## src/rtl/cla_serial_addsub.sv

```systemverilog
// cla_serial_addsub: digit-serial WIDTH-bit adder/subtractor.
// One 4-bit nibble is resolved per cycle with carry-lookahead logic. The
// nibble's group carry is registered and becomes the next nibble's carry-in.
// WIDTH must be a multiple of 4 and at least 4.
module cla_serial_addsub #(
  parameter int WIDTH = 16
) (
  input  logic             clk,
  input  logic             rst,
  input  logic             in_valid,
  output logic             in_ready,
  input  logic [WIDTH-1:0] a,
  input  logic [WIDTH-1:0] b,
  input  logic             sub,
  input  logic             cin,
  output logic             out_valid,
  input  logic             out_ready,
  output logic [WIDTH-1:0] sum,
  output logic             cout,
  output logic             ovf
);

  localparam int NIBBLES = WIDTH / 4;
  localparam int IDXW    = (NIBBLES > 1) ? $clog2(NIBBLES) : 1;

  typedef enum logic [1:0] {
    IDLE = 2'd0,
    RUN  = 2'd1,
    DONE = 2'd2
  } state_t;

  state_t state;
  state_t state_next;

  logic [WIDTH-1:0] op_a;
  logic [WIDTH-1:0] op_b;
  logic             carry;
  logic [IDXW-1:0]  idx;
  logic [IDXW+1:0]  bit_base;

  logic [3:0] a_nib;
  logic [3:0] b_nib;
  logic [3:0] p;
  logic [3:0] g;
  logic       c1;
  logic       c2;
  logic       c3;
  logic       grp_g;
  logic       grp_p;
  logic       grp_c;
  logic [3:0] sum_nib;
  logic       accept;
  logic       last_nib;

  assign in_ready  = (state == IDLE);
  assign out_valid = (state == DONE);
  assign accept    = in_valid && (state == IDLE);
  assign last_nib  = (idx == IDXW'(NIBBLES - 1));
  assign bit_base  = {idx, 2'b00};

  // Lookahead evaluation of the nibble currently selected by idx.
  always_comb begin
    a_nib   = op_a[bit_base +: 4];
    b_nib   = op_b[bit_base +: 4];
    p       = a_nib ^ b_nib;
    g       = a_nib & b_nib;
    c1      = g[0] | (p[0] & carry);
    c2      = g[1] | (p[1] & g[0]) | (p[1] & p[0] & carry);
    c3      = g[2] | (p[2] & g[1]) | (p[2] & p[1] & g[0])
            | (p[2] & p[1] & p[0] & carry);
    grp_g   = g[3] | (p[3] & g[2]) | (p[3] & p[2] & g[1])
            | (p[3] & p[2] & p[1] & g[0]);
    grp_p   = &p;
    grp_c   = grp_g | (grp_p & carry);
    sum_nib = p ^ {c3, c2, c1, carry};
  end

  // State register; reset abandons any operation in flight.
  always_ff @(posedge clk or posedge rst) begin
    if (rst) state <= IDLE;
    else     state <= state_next;
  end

  // Next-state logic: accept in IDLE, walk the nibbles, wait for retire.
  always_comb begin
    state_next = state;
    case (state)
      IDLE: if (in_valid)  state_next = RUN;
      RUN:  if (last_nib)  state_next = DONE;
      DONE: if (out_ready) state_next = IDLE;
      default:             state_next = IDLE;
    endcase
  end

  // Operand capture, per-nibble result write-back and carry feedback.
  always_ff @(posedge clk or posedge rst) begin
    if (rst) begin
      op_a  <= '0;
      op_b  <= '0;
      carry <= 1'b0;
      idx   <= '0;
      sum   <= '0;
      cout  <= 1'b0;
      ovf   <= 1'b0;
    end else begin
      if (accept) begin
        op_a  <= a;
        op_b  <= sub ? ~b : b;
        carry <= sub ? 1'b1 : cin;
        idx   <= '0;
      end else if (state == RUN) begin
        sum[bit_base +: 4] <= sum_nib;
        carry              <= grp_c;
        idx                <= idx + 1'b1;
        if (last_nib) begin
          cout <= grp_c;
          ovf  <= c3 ^ grp_c;
        end
      end
    end
  end

endmodule

```

## config.mk

```make
export PLATFORM = sky130hd
export DESIGN_NAME = cla_serial_addsub
export DESIGN_NICKNAME = d
export VERILOG_FILES = /design/src/rtl/cla_serial_addsub.sv
export SDC_FILE = /design/constraint.sdc
export NUM_CORES = 1
export LEC_CHECK = 0
export CELL_PAD_IN_SITES_DETAIL_PLACEMENT = 0
export CELL_PAD_IN_SITES_GLOBAL_PLACEMENT = 2
export CORE_MARGIN = 5
export CORE_UTILIZATION = 30
export DETAILED_ROUTE_END_ITERATION = 8
export GPL_ROUTABILITY_DRIVEN = 0
export PLACE_DENSITY_LB_ADDON = 0.1
export SLEW_MARGIN = 5
export SYNTH_ARGS = -nofsm -noshare
export SYNTH_HDL_FRONTEND = slang
export SYNTH_SLANG_ARGS = --single-unit
```

## constraint.sdc

```tcl
create_clock -name clk -period 2.3 [get_ports clk]
set_input_delay 0.345 -clock clk [delete_from_list [all_inputs] [get_ports clk]]
set_output_delay 0.345 -clock clk [all_outputs]
set_load 0.05 [all_outputs]
```

; Word-level counts from Yosys, hierarchy flattened
; Cells that the tools add are included.
[totals]
ff_bits = 55
inputBits = 38
out_inout_bits = 20
wordCells = 69
[classes]
add_sub_neg = 2
eq_ne = 6
shifts = 4
mux = 11
bitwise_logic = 31
reduce_logical = 7
[ops]
columns = cell, count
row1 = $shiftx A16 B5 Y4, 2
row2 = $bwmux W16, 1
row3 = $mux W16, 1
row4 = $not A16 Y16, 1
row5 = $shift A4 B6 Y16 const A, 1
row6 = $shiftx A4 B6 Y16, 1
row7 = $and A1 B1 Y1, 15
row8 = $mux W2, 5
row9 = $or A1 B1 Y1, 10
row10 = $xor A4 B4 Y4, 2
row11 = $neg A4 Y6, 1
row12 = $pmux W2 S3, 1
row13 = $reduce_and A3 Y1, 2
row14 = $and A4 B4 Y4, 1
row15 = $eq A2 B2 Y1 const B, 2
row16 = $ne A2 B2 Y1 const B, 2
row17 = $reduce_and A4 Y1, 1
row18 = $mux W1, 3
row19 = $add A2 B1 Y2 const B, 1
row20 = $eq A2 B1 Y1 const B, 1
row21 = $logic_not A2 Y1, 1
row22 = $ne A2 B1 Y1 const B, 1
row23 = $reduce_and A2 Y1, 1
row24 = $reduce_bool A2 Y1, 1
row25 = 3 further kinds, 3

; Logic depth before layout (Yosys ltp)
; Gate-level depths: netlist of run 1.
[depth]
depth_word = 9
mapped_depth = 7
ltp_nobuf = 6

; Worst setup path before layout of run 1
; Ideal clock, no wire load.
[synth_path]
kind = register to register
start = register idx[0]
end = register carry
setup_ns = 0.121
t_arrival_ns = 2.418
required_ns = 2.179
setup_slack_ns = -0.239
stages_incl_launch_ff = 8
path_buffers = 1
period_less_slack_ns = 2.539
path_cell_list = dfrtp_1 -> buf_2 -> mux4_2 -> ha_1 -> a211oi_2 -> o21bai_2 -> a211o_1 -> a22o_1
[synth_via]
elab_chain_cells = 9
word_cells_on_any_way = 17
cone_classes = 2 x shift / 2 x mux / 12 x bitwise / 1 x reduce/logical
[synth_lines]
columns = item, line
row1 = from (decl), 38  ; logic [IDXW-1:0] idx;
row2 = from (signal assigned), 114  ; idx <= idx + 1'b1;
row3 = $shiftx A16 B5 Y4 (on tied branches), "63, 64"
row4 = $xor A4 B4 Y4 / $and A4 B4 Y4 (equally long branches), "65, 66"
row5 = $and A1 B1 Y1 (on tied branches), "71, 72"
row6 = "$or A1 B1 Y1, or another cell as far along", 71  ; grp_g = g[3] | (p[3] & g[2]) | (p[3] & p[2] & g[1])
row7 = $or A1 B1 Y1 / $and A1 B1 Y1 (equally long branches), "71, 72"
row8 = $or A1 B1 Y1, 72  ; | (p[3] & p[2] & p[1] & g[0]);
row9 = $or A1 B1 Y1 *, 74  ; grp_c = grp_g | (grp_p & carry);
row10 = $mux W1 *, 111  ; end else if (state == RUN) begin
row11 = $mux W1 *, 106  ; if (accept) begin
row12 = to (signal assigned), 109  ; carry <= sub ? 1'b1 : cin;
row13 = to (signal assigned), 113  ; carry <= grp_c;
row14 = to (decl), 37  ; logic carry;
; Every way passes the cells marked *; elsewhere a longest branch is shown, timed or not. The select of a mux whose other input is x is not followed.
; A chain may end at the register's enable or synchronous reset.

; Worst setup path in the final report of run 1
; Same ends and word-level chain as after synthesis.

==> metrics.cfg, run 1 <==
[setup_path]
crit_chain=buf_4 -> mux4_2 -> ha_4 -> a211oi_4 -> o21bai_4 -> a211o_1 -> a22o_1
reg2reg_slack_ns=0.02
reg2reg_to=carry
path_buf_inv=1
cp_top_family=compound AO/OA/AOI/OAI gates
cp-end-kind=flop
worst_ep_required_time_ns=2.50
crit_type=reg2reg
r2r_cells=7
cp_slowest_stage_delay_ns=0.56
timing.rr.start=idx[0]
critPathSlowestCell=mux4_2
arrival_ns=2.49
start_kind=flop
cp_max_fo=4
crit_cells=7

[timing]
fin_worst_skew_ns=0.00817
min_period_over_period_pct=99.3
hold_ws_ns=0.404
setup_viol=0
fmax_mhz=438
rsz0062_at_grt=true
worst_slew_pin_slew_ns=0.497
timing.setup.tns_ns=0
final_hold_viol_count=0
slew-limit-headroom_pct=66.8
period_needed_ns=2.28
maxSlewViolCount=0

[final_layout]
syn_to_final_growth_pct=33.7
antenna_cells=0
n_fill_cell=877
multi_input_area_sq_mm=0.00127
design_area_sq_mm=0.00358
fin_nets=340
drive_gt1_share_pct=20.0
seqCellArea_sq_mm=0.00138

[route]
postRouteAntennaNets=0
routedWlPerCell_um=15.8
vias=1853
drt_iter0_drc=21
drtPass1Iterations=4
drc=0
via_per_inst=4.66
wl_mm=6.28

[job]
maxCapViolations=0

[clock_network]
h-tree-depth=2
numClockSinks=55
hold_buffers=0
clkTransAtPathRegs_ns=0.09
cts_tree=done
cts_max_path_buffers=2
clkLatencyLatePin_ns=0.31
cts_root_buffer=clkbuf_8
cts_buffers=5

[pwr]
p_total_mw=6.10
p_per_area_mw_per_mm2=1700
leakagePower_nw=1.48
peakVddDrop_uv=607

[grt]
grt_pass1_vias=1985
grtUsageMet1_pct=16.9
grt_antenna_before_repair=0
use_met3_pct=2.86
grt_pass1_wl_mm=10.3
busiest_layer=met2
grt_max_degree=35
met2_usage_pct=18.1
grtUsageTotal_pct=11.9
overflow=0

[floorplanning]
core_sq_mm=0.00872
die_w_um=105
die_h_um=105
io_pins=58
start_util_pct=30.7
num_rows=34
die_area_sq_mm=0.0109

[synthesis]
syn_nets=271
synth_area_leader_cell=dfrtp_1
synth_area_per_cell_sq_um=12.1
yosys-top-cells-area=dfrtp_1 (51%), mux2_2 (6.7%), mux4_2 (6.7%)
ys_types=30
syn_area_sq_mm=0.00268
synthCells=221
yosysWarnings=0
synth_seq_area_share_pct=51.4
synth_top_area_share_pct=51.4
ys_ff_latch=55

[place]
hpwlAfterDp_mm=4.78
numPortBuffers=57
placed_cell_area_sq_mm=0.00345

[hold_path]
hold_class=in2async

[run_status]
status=completed

area by class of cell:
cell class	instances	share of cell area (%)
sequential	55	38.4
multi-input combinational	150	35.6
timing repair buffer	72	19.2
tap	108	3.77
clock buffer	6	2.30
inverter	6	0.628
clock inverter	1	0.140
synthesized netlist by cell type:
cell type	count
dfrtp_1	55
nor2_1	22
a21oi_1	20
nand2_1	17
xnor2_1	17
mux2_2	16
a22o_1	12
ha_1	11
mux4_2	8
inv_1	6
o31ai_1	6
buf_2	5
o21ai_0	4
buf_4	3
nand3_1	2
or3_1	2
xor2_1	2
a211o_1	1
a211oi_2	1
a21o_2	1
and2_4	1
buf_6	1
clkbuf_1	1
fa_1	1
mux2i_1	1
nor2b_1	1
o21ai_1	1
o21bai_1	1
o21bai_2	1
xor2_2	1
worst max path at each step:
stage,end,start
after global placement,sum[10],idx[0]
after floorplan,carry,idx[0]
final,carry,idx[0]
after detailed placement,sum[2],idx[0]
after CTS,carry,idx[0]
after global routing,carry,idx[0]
cell families (layout without fill, tap and decap cells):
group	after synthesis	after routing	synth area share [%]
AND/OR/NAND/NOR	45	45	6.86
XOR/XNOR	20	20	6.82
AO/OA/AOI/OAI	48	48	12.1
adder cells (fa/ha/maj)	12	12	5.88
flip-flops	55	55	51.4
buffers and inverters	16	85	3.17
multiplexers	25	25	13.8
metal layers:
layer  vias up  routed length (um)
met5         -                   0
met4         0                  66
met1       905                3020
met2        37                2970
met3         7                 214
li1        904                   -
sequential cells by signal, summed over array words and instances, names as in the netlist:
name / count
op_a: 16
op_b: 16
sum: 16
idx: 2
state: 2
carry: 1
cout: 1
ovf: 1
worst min-delay path: cells and delay by family:
family   cells  cell delay (ns)
buf+inv      3             0.77
per-stage QoR:
stage               instances  util [%]  setup WS (ns)
finish                    398      41.1         0.0163
CTS                       397      40.6       -0.00706
global placement          389      39.5         0.0436
floorplan                 221         -         0.0220
global route              398      41.1        -0.0886
detailed placement        389      39.5        0.00967
report_power, final:
group | leakage [nW] | internal (mW) | total [mW] | switching [mW]
registers | 0.670 | 1.40 | 1.70 | 0.305
clock network | 0.0470 | 0.238 | 0.555 | 0.317
logic | 0.764 | 1.77 | 3.85 | 2.07
timing repair:
item | 4_1_cts | 5_1_grt
buffers inserted | 1 | 1
hold endpoints to repair | 0 | 0
gates resized for setup | 0 | 7
pin swaps | 1 | 5
setup endpoints to repair | 5 | 11
cell usage in the layout (no fill, tap or decap), types with 2 or more instances in the layout:
cell | Yosys | layout
clkdlybuf4s50_1 | 0 | 57
dfrtp_1 | 55 | 55
nor2_1 | 22 | 22
a21oi_1 | 20 | 19
nand2_1 | 17 | 17
xnor2_1 | 17 | 17
mux2_2 | 16 | 16
buf_4 | 3 | 14
a22o_1 | 12 | 12
ha_1 | 11 | 9
mux4_2 | 8 | 8
clkbuf_8 | 0 | 6
inv_1 | 6 | 5
o31ai_1 | 6 | 4
o21ai_0 | 4 | 4
or3_1 | 2 | 2
xor2_1 | 2 | 2
o31ai_2 | 0 | 2
nand3_1 | 2 | 2
ha_4 | 0 | 2
(Power assumes the default switching activity.)
==> run 2: changes to the inputs <==
Settings changed: ABC_AREA set to 1, CORE_MARGIN 5 to not set, CORE_UTILIZATION 30 to 27.
==> metrics.cfg, run 2 <==
[synthesis]
synth_seq_area_share_pct=49.0
synth-xor-area-share_pct=5.93
synthMuxAreaShare_pct=0
synth_edf_count=0
yosys-top-cells-area=dfrtp_1 (49%), nand2_1 (14%), o21ai_0 (8.7%)
async_reset_ff_share_pct=100
synthAdderAreaFrac_pct=5.61
ys_types=25
yosysWarnings=0
synth_compound_area_share_pct=12.2
synthMostInstantiatedCell=nand2_1
synth_top_family_by_area=simple AND/OR/NAND/NOR gates
synth_area_per_cell_sq_um=8.48
synth_simple_gate_area_share_pct=21.7
synth_ff_type=dfrtp_1
synthTopCellsByCount=nand2_1 (101), dfrtp_1 (55), o21ai_0 (49)
synth_top_area_share_pct=49.0
syn_area_sq_mm=0.00281
synthCells=331
syn_nets=381
synth_area_leader_cell=dfrtp_1
ys_ff_latch=55

[pwr]
leakagePower_nw=1.70
p_per_area_mw_per_mm2=1590
peakVddDrop_uv=521

[grt]
grt_max_degree=44
grt_pass1_vias=2337
overflow=0
grtUsageTotal_pct=13.5
grt_antenna_before_repair=0
grt_pass1_wl_mm=11.6

[final_layout]
final_common_cell=nand2_1
antenna_cells=0
drive_gt1_share_pct=11.0
reg_top3=op_a: 16 flops, op_b: 16 flops, sum: 16 flops
syn_to_final_growth_pct=31.9
fin_nets=441
final_cell_mix=nand2_1 (101), clkdlybuf4s50_1 (57), dfrtp_1 (54)

[clock_network]
cts_root_buffer=clkbuf_8
cts_max_path_buffers=2
h-tree-depth=2
clkTransAtPathRegs_ns=0.10
numClockSinks=55
cts_buffers=5
cts_tree=done
clkLatencyLatePin_ns=0.31

[setup_path]
reg2reg_to=sum[7]
timing.rr.start=idx[0]
arrival_ns=1.78
worst_ep_required_time_ns=1.96
crit_type=reg2out
start_kind=flop
reg2reg_slack_ns=0.21
cp_max_fo=4
critPathLaunch=state[0]
cp-end-kind=output pin
r2r_cells=13

[timing]
rsz0062_at_grt=false
setup_slack_ns=0.170
worst_slew_pin_slew_ns=0.500
period_needed_ns=2.13
maxSlewViolCount=0
min_period_over_period_pct=92.6
final_hold_viol_count=0
slew-limit-headroom_pct=66.6
fmax_mhz=470
fin_worst_skew_ns=0.0101
setup_viol=0
timing.setup.tns_ns=0

[run_status]
status=completed

[route]
via_per_inst=4.38
postRouteAntennaNets=0
drtPass1Iterations=4
wl_mm=6.86
vias=2297
drc=0
routedWlPerCell_um=13.1
drt_iter0_drc=71

[floorplanning]
start_util_pct=28.3
io_pins=58
die_area_sq_mm=0.0108
num_rows=36
die_w_um=104
core_sq_mm=0.00991
die_h_um=104

[job]
maxCapViolations=0

[place]
numPortBuffers=57
dpl_worst_slack_ns=0.00486
hpwlAfterDp_mm=5.11

[hold_path]
hold_class=in2async

==> run 2: cell types whose count changed after synthesis, sizes merged, moves of 12 or more <==
cell   change
a21oi     -20
inv       +15
mux2      -16
a22o      -12
nand2     +89
o21ai     +49
==> run 2: cell families (layout without fill, tap and decap cells) <==
logic type               count (synthesis)  after routing
AO/OA/AOI/OAI                           65             65
XOR/XNOR                                19             19
adder cells (fa/ha/maj)                 12             12
buffers and inverters                   34             95
flip-flops                              55             55
AND/OR/NAND/NOR                        146            146
==> run 2: where the power goes <==
group,switching [mW],internal [mW]
Combinational,2.31,1.25
Clock,0.320,0.353
Sequential,0.264,1.39
==> run 2: worst max-delay path: stages (launching register included) <==
cell             delay [ns]
dfrtp_1                0.43
nor2_2                 0.20
clkdlybuf4s50_1        0.84
==> run 2: repair_timing <==
| item | 4_1_cts | 5_1_grt |
|---|---|---|
| setup endpoints to repair | 1 | 8 |
| buffers inserted | 0 | 0 |
| pin swaps | 0 | 1 |
| resized for setup | 1 | 10 |
| hold buffers | 0 | 0 |
==> run 2: area by class of cell <==
class | count | area [sq um]
clock buffer | 6 | 82.6
tap | 133 | 166
clock inverter | 2 | 35.0
sequential | 55 | 1380
fill | 1086 | 6210
inverter | 21 | 81.3
multi-input combinational | 242 | 1310
timing repair buffer | 66 | 651
==> run 2: how the worst max path moves through the flow <==
stage                to  slack (ns)  cells past startpoint
6_report       in_ready        0.17                      2
5_1_grt         sum[15]       0.005                     13
4_1_cts          sum[6]        0.02                     10
3_5_place_dp     sum[6]       0.005                     10
3_3_place_gp     sum[6]        0.04                     10
2_1_floorplan   sum[14]        0.26                     11
==> run 2: metrics by stage <==
step / hold slack (ns) / total power, mW / utilization [%] / instances / cell area [sq um]
after global placement: 0.464 / 5.09 / 35.8 / 517 / 3550
after CTS: 0.380 / 5.83 / 37.0 / 525 / 3670
after global routing: 0.394 / 6.44 / 37.4 / 525 / 3700
after detailed placement: 0.464 / 5.10 / 35.8 / 517 / 3550
final: 0.366 / 5.88 / 37.4 / 525 / 3700
after floorplan: 0.441 / 4.03 / - / 331 / 2810
==> run 2: per-layer routing <==
layer	vias to the layer above	track usage, %	share of wire (%)
met4	0	2.76	0.66
met1	1072	18.8	49
met2	35	21.8	47
met5	-	0	0
met3	4	2.44	2.9
li1	1186	-	-
==> run 3: changes to the inputs <==
Settings changed: CORE_MARGIN set to 5.
==> metrics.cfg, run 3 (synthesis gave the netlist of run 2 again) <==
[setup_path]
crit_cells=8
crit_type=reg2reg
endpoint=sum[13]
cp_max_fo=12
critPathLaunch=idx[0]
arrival_ns=2.33
worst_ep_required_time_ns=2.50
cp-end-kind=flop
start_kind=flop
reg2reg_to=sum[13]
path_buf_inv=1
critPathSlowestCell=fa_1
timing.rr.start=idx[0]
cp_slowest_stage_delay_ns=0.42
cp_top_family=compound AO/OA/AOI/OAI gates
crit_chain=buf_4 -> o21ai_0 -> o22ai_2 -> fa_1 -> xnor2_1 -> nor2_1 -> nand2_1 -> o21ai_1
r2r_cells=8
reg2reg_slack_ns=0.17

[final_layout]
n_fill_cell=1123
syn_to_final_growth_pct=30.9
final_common_cell=nand2_1
reg_top3=op_a: 16 flops, op_b: 16 flops, sum: 16 flops
fin_cells=528
final_cell_mix=nand2_1 (101), clkdlybuf4s50_1 (57), dfrtp_1 (55)
fin_nets=441
antenna_cells=0
drive_gt1_share_pct=9.69

[route]
wl_mm=6.85
via_per_inst=4.31
routedWlPerCell_um=13.0
vias=2274
drc=0
postRouteAntennaNets=0
drt_iter0_drc=53
drtPass1Iterations=4

[floorplanning]
start_util_pct=27.4
io_pins=58
num_rows=37
die_w_um=112
die_area_sq_mm=0.0125
core_sq_mm=0.0102
die_h_um=112

[clock_network]
cts_tree=done
cts_buffers=5
hold_buffers=0
cts_root_buffer=clkbuf_8
clkLatencyLatePin_ns=0.30
clkTransAtPathRegs_ns=0.10
h-tree-depth=2
cts_max_path_buffers=2
numClockSinks=55

[pwr]
p_per_area_mw_per_mm2=1540
leakagePower_nw=1.68
peakVddDrop_uv=417

[place]
hpwlAfterDp_mm=5.20
dp_cells=518
numPortBuffers=57

[job]
maxCapViolations=0

[grt]
grt_antenna_before_repair=0
overflow=0
grt_max_degree=50
grt_pass1_vias=2336
grt_pass1_wl_mm=11.6
grtUsageTotal_pct=11.3

[timing]
period_needed_ns=2.13
fmax_mhz=470
rsz0062_at_grt=false
maxSlewViolCount=0
fin_worst_skew_ns=0.00416
slew-limit-headroom_pct=66.6
timing.setup.tns_ns=0
min_period_over_period_pct=92.4
worst_slew_pin_slew_ns=0.500
final_hold_viol_count=0
setup_viol=0

[run_status]
status=completed

[hold_path]
hold_class=in2async

-- run 3: layer usage --
layer  routed length [um]  vias up  part of all wire, %  global-route usage (%)
li1                     -     1191                    -                       -
met1                 3210     1040                   47                    14.9
met2                 3370       39                   49                    19.0
met3                  218        4                  3.2                    2.28
met4                   53        0                 0.77                    2.64
met5                    0        -                    0                       0
-- run 3: worst min path at each step --
stage | start | end | slack [ns] | cells past startpoint
final | rst | state[1] | 0.38 | 2
after floorplan | out_ready | state[1] | 0.44 | 1
after global routing | rst | state[1] | 0.42 | 2
after detailed placement | sum[6] | sum[6] | 0.47 | 2
after global placement | sum[6] | sum[6] | 0.46 | 2
after CTS | rst | sum[3] | 0.39 | 2
-- run 3: metrics by stage --
step | setup slack [ns] | cell area [sq um] | power, mW | hold WS (ns) | util, %
after floorplan | 0.262 | 2810 | 4.03 | 0.441 | -
after global placement | 0.0161 | 3540 | 5.08 | 0.463 | 34.6
after detailed placement | 0.0110 | 3540 | 5.06 | 0.468 | 34.6
after CTS | 0.0184 | 3640 | 5.70 | 0.388 | 35.6
after global routing | 0.00836 | 3670 | 6.24 | 0.418 | 35.9
final | 0.174 | 3670 | 5.67 | 0.380 | 35.9
-- run 3: report_power, final --
group	internal [mW]	switching, mW
Clock	0.276	0.315
Combinational	1.19	2.24
Sequential	1.39	0.264
Total	2.85	2.82
-- run 3: layout make-up --
| type | instances | area, sq um | share of cell area [%] |
|---|---|---|---|
| Sequential cell | 55 | 1380 | 37.5 |
| Clock buffer | 8 | 100 | 2.72 |
| Inverter | 21 | 82.6 | 2.25 |
| Tap cell | 136 | 170 | 4.63 |
| Multi-Input combinational cell | 242 | 1290 | 35.2 |
| Timing Repair Buffer | 66 | 651 | 17.7 |
-- run 3: timing repair --
item                                    CTS  global route
endpoints found under the setup margin    1            10
gates resized for setup                   1             3
pin swaps                                 0             0
buffers inserted                          0             2
gates cloned                              0             0
